File: src/rtl/decode_pipe_stage_if.sv
// ============================================================================
// Module   : decode_pipe_stage_if
// Brief    : Bundles the fetch-side handshake, writeback port, flush and the
//            ID/EX payload of the decode pipeline stage.
// Revision : 1.0 - initial release
// ============================================================================
`default_nettype none

interface decode_pipe_stage_if #(
  parameter int DATA_W = 16,
  parameter int PC_W   = 16,
  parameter int CTRL_W = 24,
  parameter int CNT_W  = 16
);
  // Upstream (fetch + control block)
  logic              in_valid;
  logic              in_ready;
  logic [15:0]       instr_in;
  logic [PC_W-1:0]   pc_in;
  logic [CTRL_W-1:0] ctrl_in;
  logic              ctrl_err_in;
  logic [2:0]        rd_in;
  logic              rd_wen_in;
  logic              rs_used_in;
  logic              rt_used_in;
  logic              is_load_in;
  // Redirect and writeback
  logic              flush;
  logic              wb_en;
  logic [2:0]        wb_addr;
  logic [DATA_W-1:0] wb_data;
  // Downstream (execute)
  logic              out_valid;
  logic              out_ready;
  logic [15:0]       instr_out;
  logic [PC_W-1:0]   pc_out;
  logic [CTRL_W-1:0] ctrl_out;
  logic [2:0]        rd_out;
  logic              rd_wen_out;
  logic              is_load_out;
  logic [DATA_W-1:0] rs_data_out;
  logic [DATA_W-1:0] rt_data_out;
  logic              err_out;
  logic [CNT_W-1:0]  stall_cnt;

  // Surrounding pipeline: drives beats, writeback, flush and out_ready
  modport master (
    output in_valid, instr_in, pc_in, ctrl_in, ctrl_err_in, rd_in, rd_wen_in,
           rs_used_in, rt_used_in, is_load_in, flush, wb_en, wb_addr, wb_data,
           out_ready,
    input  in_ready, out_valid, instr_out, pc_out, ctrl_out, rd_out,
           rd_wen_out, is_load_out, rs_data_out, rt_data_out, err_out,
           stall_cnt
  );

  // Decode stage itself
  modport slave (
    input  in_valid, instr_in, pc_in, ctrl_in, ctrl_err_in, rd_in, rd_wen_in,
           rs_used_in, rt_used_in, is_load_in, flush, wb_en, wb_addr, wb_data,
           out_ready,
    output in_ready, out_valid, instr_out, pc_out, ctrl_out, rd_out,
           rd_wen_out, is_load_out, rs_data_out, rt_data_out, err_out,
           stall_cnt
  );
endinterface

`default_nettype wire

File: src/rtl/decode_pipe_stage.sv
// ============================================================================
// Module   : decode_pipe_stage
// Brief    : ID/EX pipeline stage: 8-entry register file with write bypass,
//            valid/ready handshake, load-use hazard bubbles, flush, and a
//            saturating stall-cycle counter.
// Revision : 1.0 - initial release
// ============================================================================
`default_nettype none

module decode_pipe_stage #(
  parameter int          DATA_W    = 16,
  parameter int          PC_W      = 16,
  parameter int          CTRL_W    = 24,
  parameter logic [15:0] NOP_INSTR = 16'h0800,
  parameter int          CNT_W     = 16
) (
  input  logic               clk,
  input  logic               rst,
  decode_pipe_stage_if.slave bus
);

  logic [DATA_W-1:0] r_regs [8];

  logic              r_outValid;
  logic [15:0]       r_instr;
  logic [PC_W-1:0]   r_pc;
  logic [CTRL_W-1:0] r_ctrl;
  logic [2:0]        r_rd;
  logic              r_rdWen;
  logic              r_isLoad;
  logic [DATA_W-1:0] r_rsData;
  logic [DATA_W-1:0] r_rtData;
  logic              r_err;
  logic [CNT_W-1:0]  r_stallCnt;

  logic [2:0]        w_rsSel;
  logic [2:0]        w_rtSel;
  logic [2:0]        w_heldRs;
  logic [2:0]        w_heldRt;
  logic [DATA_W-1:0] w_rsData;
  logic [DATA_W-1:0] w_rtData;
  logic              w_hazard;
  logic              w_inReady;
  logic              w_accept;

  assign w_rsSel  = bus.instr_in[10:8];
  assign w_rtSel  = bus.instr_in[7:5];
  // Held payload source addresses come straight from the registered word
  assign w_heldRs = r_instr[10:8];
  assign w_heldRt = r_instr[7:5];

  // A same-cycle writeback to the selected register wins over the array
  assign w_rsData = (bus.wb_en && (bus.wb_addr == w_rsSel)) ? bus.wb_data : r_regs[w_rsSel];
  assign w_rtData = (bus.wb_en && (bus.wb_addr == w_rtSel)) ? bus.wb_data : r_regs[w_rtSel];

  // Load in ID/EX whose destination feeds an operand of the incoming beat
  assign w_hazard = r_outValid & r_isLoad & r_rdWen &
                    ((bus.rs_used_in & (r_rd == w_rsSel)) |
                     (bus.rt_used_in & (r_rd == w_rtSel)));

  assign w_inReady = ~bus.flush & ~w_hazard & (~r_outValid | bus.out_ready);
  assign w_accept  = bus.in_valid & w_inReady;

  // Register file write port; register 0 is an ordinary register
  always_ff @(posedge clk or posedge rst) begin
    if (rst) begin
      for (int i = 0; i < 8; i++) begin
        r_regs[i] <= '0;
      end
    end else if (bus.wb_en) begin
      r_regs[bus.wb_addr] <= bus.wb_data;
    end
  end

  // ID/EX payload: flush, then accept, then bubble, else hold with refresh
  always_ff @(posedge clk or posedge rst) begin
    if (rst) begin
      r_outValid <= 1'b0;
      r_instr    <= NOP_INSTR;
      r_pc       <= '0;
      r_ctrl     <= '0;
      r_rd       <= '0;
      r_rdWen    <= 1'b0;
      r_isLoad   <= 1'b0;
      r_rsData   <= '0;
      r_rtData   <= '0;
      r_err      <= 1'b0;
    end else if (bus.flush) begin
      r_outValid <= 1'b0;
      r_instr    <= NOP_INSTR;
      r_ctrl     <= '0;
      r_rdWen    <= 1'b0;
      r_isLoad   <= 1'b0;
      r_err      <= 1'b0;
    end else if (w_accept) begin
      r_outValid <= 1'b1;
      r_instr    <= bus.instr_in;
      r_pc       <= bus.pc_in;
      r_ctrl     <= bus.ctrl_in;
      r_rd       <= bus.rd_in;
      r_rdWen    <= bus.rd_wen_in;
      r_isLoad   <= bus.is_load_in;
      r_rsData   <= w_rsData;
      r_rtData   <= w_rtData;
      r_err      <= bus.ctrl_err_in;
    end else if (r_outValid && bus.out_ready) begin
      r_outValid <= 1'b0;
      r_instr    <= NOP_INSTR;
      r_ctrl     <= '0;
      r_rdWen    <= 1'b0;
      r_isLoad   <= 1'b0;
    end else if (r_outValid) begin
      // Stalled by execute: keep operands coherent with late writebacks
      if (bus.wb_en && (bus.wb_addr == w_heldRs)) begin
        r_rsData <= bus.wb_data;
      end
      if (bus.wb_en && (bus.wb_addr == w_heldRt)) begin
        r_rtData <= bus.wb_data;
      end
    end
  end

  // Count cycles where a valid beat is held back by a load-use hazard
  always_ff @(posedge clk or posedge rst) begin
    if (rst) begin
      r_stallCnt <= '0;
    end else if (bus.in_valid && w_hazard && !bus.flush && !(&r_stallCnt)) begin
      r_stallCnt <= r_stallCnt + 1'b1;
    end
  end

  assign bus.in_ready    = w_inReady;
  assign bus.out_valid   = r_outValid;
  assign bus.instr_out   = r_instr;
  assign bus.pc_out      = r_pc;
  assign bus.ctrl_out    = r_ctrl;
  assign bus.rd_out      = r_rd;
  assign bus.rd_wen_out  = r_rdWen;
  assign bus.is_load_out = r_isLoad;
  assign bus.rs_data_out = r_rsData;
  assign bus.rt_data_out = r_rtData;
  assign bus.err_out     = r_err;
  assign bus.stall_cnt   = r_stallCnt;

endmodule

`default_nettype wire

File: src/flat_wrapper.sv
// flat-port wrapper written by rule: the top's interface ports become plain ports
module decode_pipe_stage_flat 
#(
  parameter int          DATA_W    = 16,
  parameter int          PC_W      = 16,
  parameter int          CTRL_W    = 24,
  parameter logic [15:0] NOP_INSTR = 16'h0800,
  parameter int          CNT_W     = 16
)
  (clk, rst, bus_in_valid, bus_instr_in, bus_pc_in, bus_ctrl_in, bus_ctrl_err_in, bus_rd_in, bus_rd_wen_in, bus_rs_used_in, bus_rt_used_in, bus_is_load_in, bus_flush, bus_wb_en, bus_wb_addr, bus_wb_data, bus_out_ready, bus_in_ready, bus_out_valid, bus_instr_out, bus_pc_out, bus_ctrl_out, bus_rd_out, bus_rd_wen_out, bus_is_load_out, bus_rs_data_out, bus_rt_data_out, bus_err_out, bus_stall_cnt);
  decode_pipe_stage_if #(.DATA_W(DATA_W), .PC_W(PC_W), .CTRL_W(CTRL_W), .CNT_W(CNT_W)) bus_i ();
  input  logic clk;
  input  logic rst;
  input wire logic [$bits(bus_i.in_valid)-1:0] bus_in_valid;
  input wire logic [$bits(bus_i.instr_in)-1:0] bus_instr_in;
  input wire logic [$bits(bus_i.pc_in)-1:0] bus_pc_in;
  input wire logic [$bits(bus_i.ctrl_in)-1:0] bus_ctrl_in;
  input wire logic [$bits(bus_i.ctrl_err_in)-1:0] bus_ctrl_err_in;
  input wire logic [$bits(bus_i.rd_in)-1:0] bus_rd_in;
  input wire logic [$bits(bus_i.rd_wen_in)-1:0] bus_rd_wen_in;
  input wire logic [$bits(bus_i.rs_used_in)-1:0] bus_rs_used_in;
  input wire logic [$bits(bus_i.rt_used_in)-1:0] bus_rt_used_in;
  input wire logic [$bits(bus_i.is_load_in)-1:0] bus_is_load_in;
  input wire logic [$bits(bus_i.flush)-1:0] bus_flush;
  input wire logic [$bits(bus_i.wb_en)-1:0] bus_wb_en;
  input wire logic [$bits(bus_i.wb_addr)-1:0] bus_wb_addr;
  input wire logic [$bits(bus_i.wb_data)-1:0] bus_wb_data;
  input wire logic [$bits(bus_i.out_ready)-1:0] bus_out_ready;
  output wire logic [$bits(bus_i.in_ready)-1:0] bus_in_ready;
  output wire logic [$bits(bus_i.out_valid)-1:0] bus_out_valid;
  output wire logic [$bits(bus_i.instr_out)-1:0] bus_instr_out;
  output wire logic [$bits(bus_i.pc_out)-1:0] bus_pc_out;
  output wire logic [$bits(bus_i.ctrl_out)-1:0] bus_ctrl_out;
  output wire logic [$bits(bus_i.rd_out)-1:0] bus_rd_out;
  output wire logic [$bits(bus_i.rd_wen_out)-1:0] bus_rd_wen_out;
  output wire logic [$bits(bus_i.is_load_out)-1:0] bus_is_load_out;
  output wire logic [$bits(bus_i.rs_data_out)-1:0] bus_rs_data_out;
  output wire logic [$bits(bus_i.rt_data_out)-1:0] bus_rt_data_out;
  output wire logic [$bits(bus_i.err_out)-1:0] bus_err_out;
  output wire logic [$bits(bus_i.stall_cnt)-1:0] bus_stall_cnt;
  assign bus_i.in_valid = bus_in_valid;
  assign bus_i.instr_in = bus_instr_in;
  assign bus_i.pc_in = bus_pc_in;
  assign bus_i.ctrl_in = bus_ctrl_in;
  assign bus_i.ctrl_err_in = bus_ctrl_err_in;
  assign bus_i.rd_in = bus_rd_in;
  assign bus_i.rd_wen_in = bus_rd_wen_in;
  assign bus_i.rs_used_in = bus_rs_used_in;
  assign bus_i.rt_used_in = bus_rt_used_in;
  assign bus_i.is_load_in = bus_is_load_in;
  assign bus_i.flush = bus_flush;
  assign bus_i.wb_en = bus_wb_en;
  assign bus_i.wb_addr = bus_wb_addr;
  assign bus_i.wb_data = bus_wb_data;
  assign bus_i.out_ready = bus_out_ready;
  assign bus_in_ready = bus_i.in_ready;
  assign bus_out_valid = bus_i.out_valid;
  assign bus_instr_out = bus_i.instr_out;
  assign bus_pc_out = bus_i.pc_out;
  assign bus_ctrl_out = bus_i.ctrl_out;
  assign bus_rd_out = bus_i.rd_out;
  assign bus_rd_wen_out = bus_i.rd_wen_out;
  assign bus_is_load_out = bus_i.is_load_out;
  assign bus_rs_data_out = bus_i.rs_data_out;
  assign bus_rt_data_out = bus_i.rt_data_out;
  assign bus_err_out = bus_i.err_out;
  assign bus_stall_cnt = bus_i.stall_cnt;
  decode_pipe_stage #(.DATA_W(DATA_W), .PC_W(PC_W), .CTRL_W(CTRL_W), .NOP_INSTR(NOP_INSTR), .CNT_W(CNT_W)) u_core (.clk(clk), .rst(rst), .bus(bus_i));
endmodule
File: config.mk
export PLATFORM = sky130hd
export DESIGN_NAME = decode_pipe_stage_flat
export DESIGN_NICKNAME = d
export VERILOG_FILES = /design/src/rtl/decode_pipe_stage_if.sv /design/src/rtl/decode_pipe_stage.sv /design/src/flat_wrapper.sv
export SDC_FILE = /design/constraint.sdc
export NUM_CORES = 1
export LEC_CHECK = 0
export ABC_AREA = 1
export CORE_MARGIN = 10
export CORE_UTILIZATION = 50
export DETAILED_ROUTE_END_ITERATION = 10
export MAX_ROUTING_LAYER = met4
export PLACE_DENSITY_LB_ADDON = 0.3
export SETUP_SLACK_MARGIN = 0.5
export SYNTH_ARGS = -nofsm -noshare
export SYNTH_HDL_FRONTEND = slang
export SYNTH_SLANG_ARGS = --single-unit
File: constraint.sdc
create_clock -name clk -period 7.7 [get_ports clk]
set_input_delay 1.155 -clock clk [delete_from_list [all_inputs] [get_ports clk]]
set_output_delay 1.155 -clock clk [all_outputs]
set_load 0.1 [all_outputs]
==> flow_summary.json <==
{
  "outcome": "finished clean",
  "grt_usage_pct": 24.9,
  "initial_utilization_pct": 50.4,
  "finClkSkew_ps": 11.0,
  "h-tree-depth": 1,
  "r2r_cells": 8,
  "wl_per_cell_um": 17.5,
  "rsz0062_at_grt": "false",
  "drive_gt1_share_pct": 4.36,
  "synth_top_family_by_area": "simple AND/OR/NAND/NOR gates",
  "coreArea_mm2": 0.0258,
  "io_buffer_count": 200,
  "final_area_mm2": 0.0159,
  "maxSlewHeadroom_pct": 26.0,
  "netlist_area_mm2": 0.0130,
  "dieArea_mm2": 0.0329,
  "irDropWorstVdd_mv": 0.269,
  "critical_path_class": "input pin to output pin",
  "pre_cts_ws_ps": 2280,
  "hp-class": "flop to flop",
  "drtPass1Iterations": 7,
  "grt_max_degree": 179,
  "crit_end": "bus_in_ready",
  "min_period_ps": 5490,
  "crit_arrival_ps": 4340,
  "syn_nets": 1963,
  "drtIter0Drc": 1566,
  "pwr_density_cell_mw_per_mm2": 264,
  "drc": 0,
  "ant_nets": 0,
  "routed_wl_um": 41300,
  "routed_via_density": 5.45,
  "synth_edf_count": 0,
  "startpoint": "bus_instr_in[10]",
  "ys_ff_latch": 239,
  "r2r_slack_ps": 4930,
  "end_kind": "output pin",
  "io_pins": 201,
  "cts_resized": 0,
  "power.leakage_nw": 8.21,
  "synth-async-reset-ratio_pct": 100,
  "cts_tree": "built",
  "clock_sinks": 239,
  "ys_types": 32,
  "yosysSeqAreaShare_pct": 45.9,
  "fin_ws_ps": 2210,
  "synth-main-ff-cell": "dfrtp_1",
  "max_clock_freq_ghz": 0.182,
  "num_rows": 59,
  "placed_cell_area_mm2": 0.0150,
  "final_common_cell": "nand2_1",
  "cts_hold_buf": 0,
  "tightestPinTransition_ps": 1110,
  "dieWidth_um": 181,
  "syn_area_per_cell_um2": 6.95,
  "finalHoldViolCount": 0,
  "synthSimpleGateAreaFrac_pct": 37.1,
  "cts_setup_buffers": 0,
  "grt-ovfl-total": 0,
  "critPathLaunchType": "input pin",
  "dp_hpwl_um": 28300,
  "via_count": 12835,
  "grt_pass1_vias": 11785,
  "synth_mux_area_share_pct": 0,
  "grt_pass1_wl_um": 66100,
  "path_max_fanout": 20,
  "timing.rr.end": "u_core.bus.instr_out[5]$_DFFE_PP0P_",
  "setup_viol": 0,
  "maxCapViolations": 0,
  "slew_viol_final": 0,
  "clockBufferDepth": 3,
  "antenna_found_initial": 1,
  "clk_latency_ps": 540,
  "synth_compound_area_share_pct": 6.48,
  "min_period_over_period_pct": 71.3,
  "synth-xor-area-share_pct": 0.874,
  "cts_buffers": 27,
  "path_clk_slew_ps": 60,
  "rr_startpoint": "u_core.bus.out_valid$_DFFE_PP0P_",
  "fin_nets": 2090,
  "synth_adder_area_share_pct": 0.0961,
  "synthCells": 1873,
  "area_growth_pct": 22.3,
  "fillers": 2366,
  "final_cell_mix": "nand2_1 (781), nand3_1 (318), dfrtp_1 (238)",
  "clockRootBuffer": "clkbuf_16",
  "gp_congestion": 0.953,
  "ys_warn_count": 0,
  "final.setup.tns_ps": 0,
  "die_height_um": 181,
  "crit_required_ps": 6550
}
worst min-delay path by stage:
stage                                              startpoint                                  end  depth (start not counted)
after floorplan                u_core.r_regs[100]$_DFFE_PP0P_       u_core.r_regs[100]$_DFFE_PP0P_                          2
after global placement    u_core.bus.instr_out[2]$_DFFE_PP0P_  u_core.bus.instr_out[2]$_DFFE_PP0P_                          2
after detailed placement  u_core.bus.instr_out[0]$_DFFE_PP0P_  u_core.bus.instr_out[0]$_DFFE_PP0P_                          2
after CTS                 u_core.bus.instr_out[0]$_DFFE_PP0P_  u_core.bus.instr_out[0]$_DFFE_PP0P_                          2
after global routing       u_core.bus.ctrl_out[2]$_DFFE_PP0P_   u_core.bus.ctrl_out[2]$_DFFE_PP0P_                          2
final                      u_core.bus.ctrl_out[5]$_DFFE_PP0P_   u_core.bus.ctrl_out[5]$_DFFE_PP0P_                          2
final cells by class:
class                      count  area [um2]  share of cell area (%)
sequential                   239        5980                    37.6
timing repair buffer         212        2090                    13.1
clock inverter                12         133                   0.833
antenna                        1        2.50                  0.0157
tap                          335         419                    2.63
inverter                     183         696                    4.37
multi-input combinational   1337        5810                    36.5
clock buffer                  37         793                    4.98
metal layers:
layer  global-route usage, %  share of wire [%]  vias to the layer above  routed length, um
li1                        -                  -                     6157                  -
met1                    35.3                 44                     6023              18100
met2                    36.2                 44                      597              18100
met3                    4.71                9.9                       58               4080
met4                    6.02                2.4                        0                984
met5                       -                  0                        -                  0
cell usage after synthesis (all sizes together), types with 5 or more instances:
cell type	number	area, um2
nand2	788	2980
nand3	319	1610
dfrtp	238	5960
inv	183	692
o21ai	151	756
clkbuf	61	229
buf	53	317
nor2	36	143
xor2	8	70.1
a21oi	7	42.5
nand4	7	50.1
nor3	6	35.0
o22ai	5	31.3
xnor2	5	43.8
through the flow:
stage,utilization [%],power (mW),cells,hold WS [ps]
detailed placement,58.1,2.89,2306,458
CTS,61.6,4.22,2355,473
floorplan,-,2.53,1873,453
finish,61.6,4.21,2356,470
global placement,58.1,2.87,2306,452
global route,61.6,4.41,2356,495
registers in the layout (all words and copies together) (netlist names):
| name | count |
|---|---|
| u_core.bus.ctrl_out | 24 |
| u_core.bus.err_out | 1 |
| u_core.bus.instr_out | 16 |
| u_core.bus.is_load_out | 1 |
| u_core.bus.out_valid | 1 |
| u_core.bus.pc_out | 16 |
| u_core.bus.rd_out | 3 |
| u_core.bus.rd_wen_out | 1 |
| u_core.bus.rs_data_out | 16 |
| u_core.bus.rt_data_out | 16 |
| u_core.bus.stall_cnt | 16 |
| u_core.r_regs | 128 |
worst max-delay path, stage by stage:
cell and delay (ps):
clkdlybuf4s50_1 850, inv_2 570, nand2_1 90, nand2_1 80, nor2_1 40, nand2_1 60, nand2_2 90, a21oi_4 180
clkdlybuf4s50_1 1190
logic make-up after synthesis:
family | count (synthesis)
simple gates | 1158
flops | 239
buf+inv | 297
xor+xnor | 13
fa+ha+maj | 1
compound gates | 165
where the power goes:
part | switching [mW] | internal (mW)
clock network | 0.538 | 0.788
registers | 0.110 | 1.45
logic | 0.984 | 0.341
Note: power is estimated with default switching activity, not from simulation.
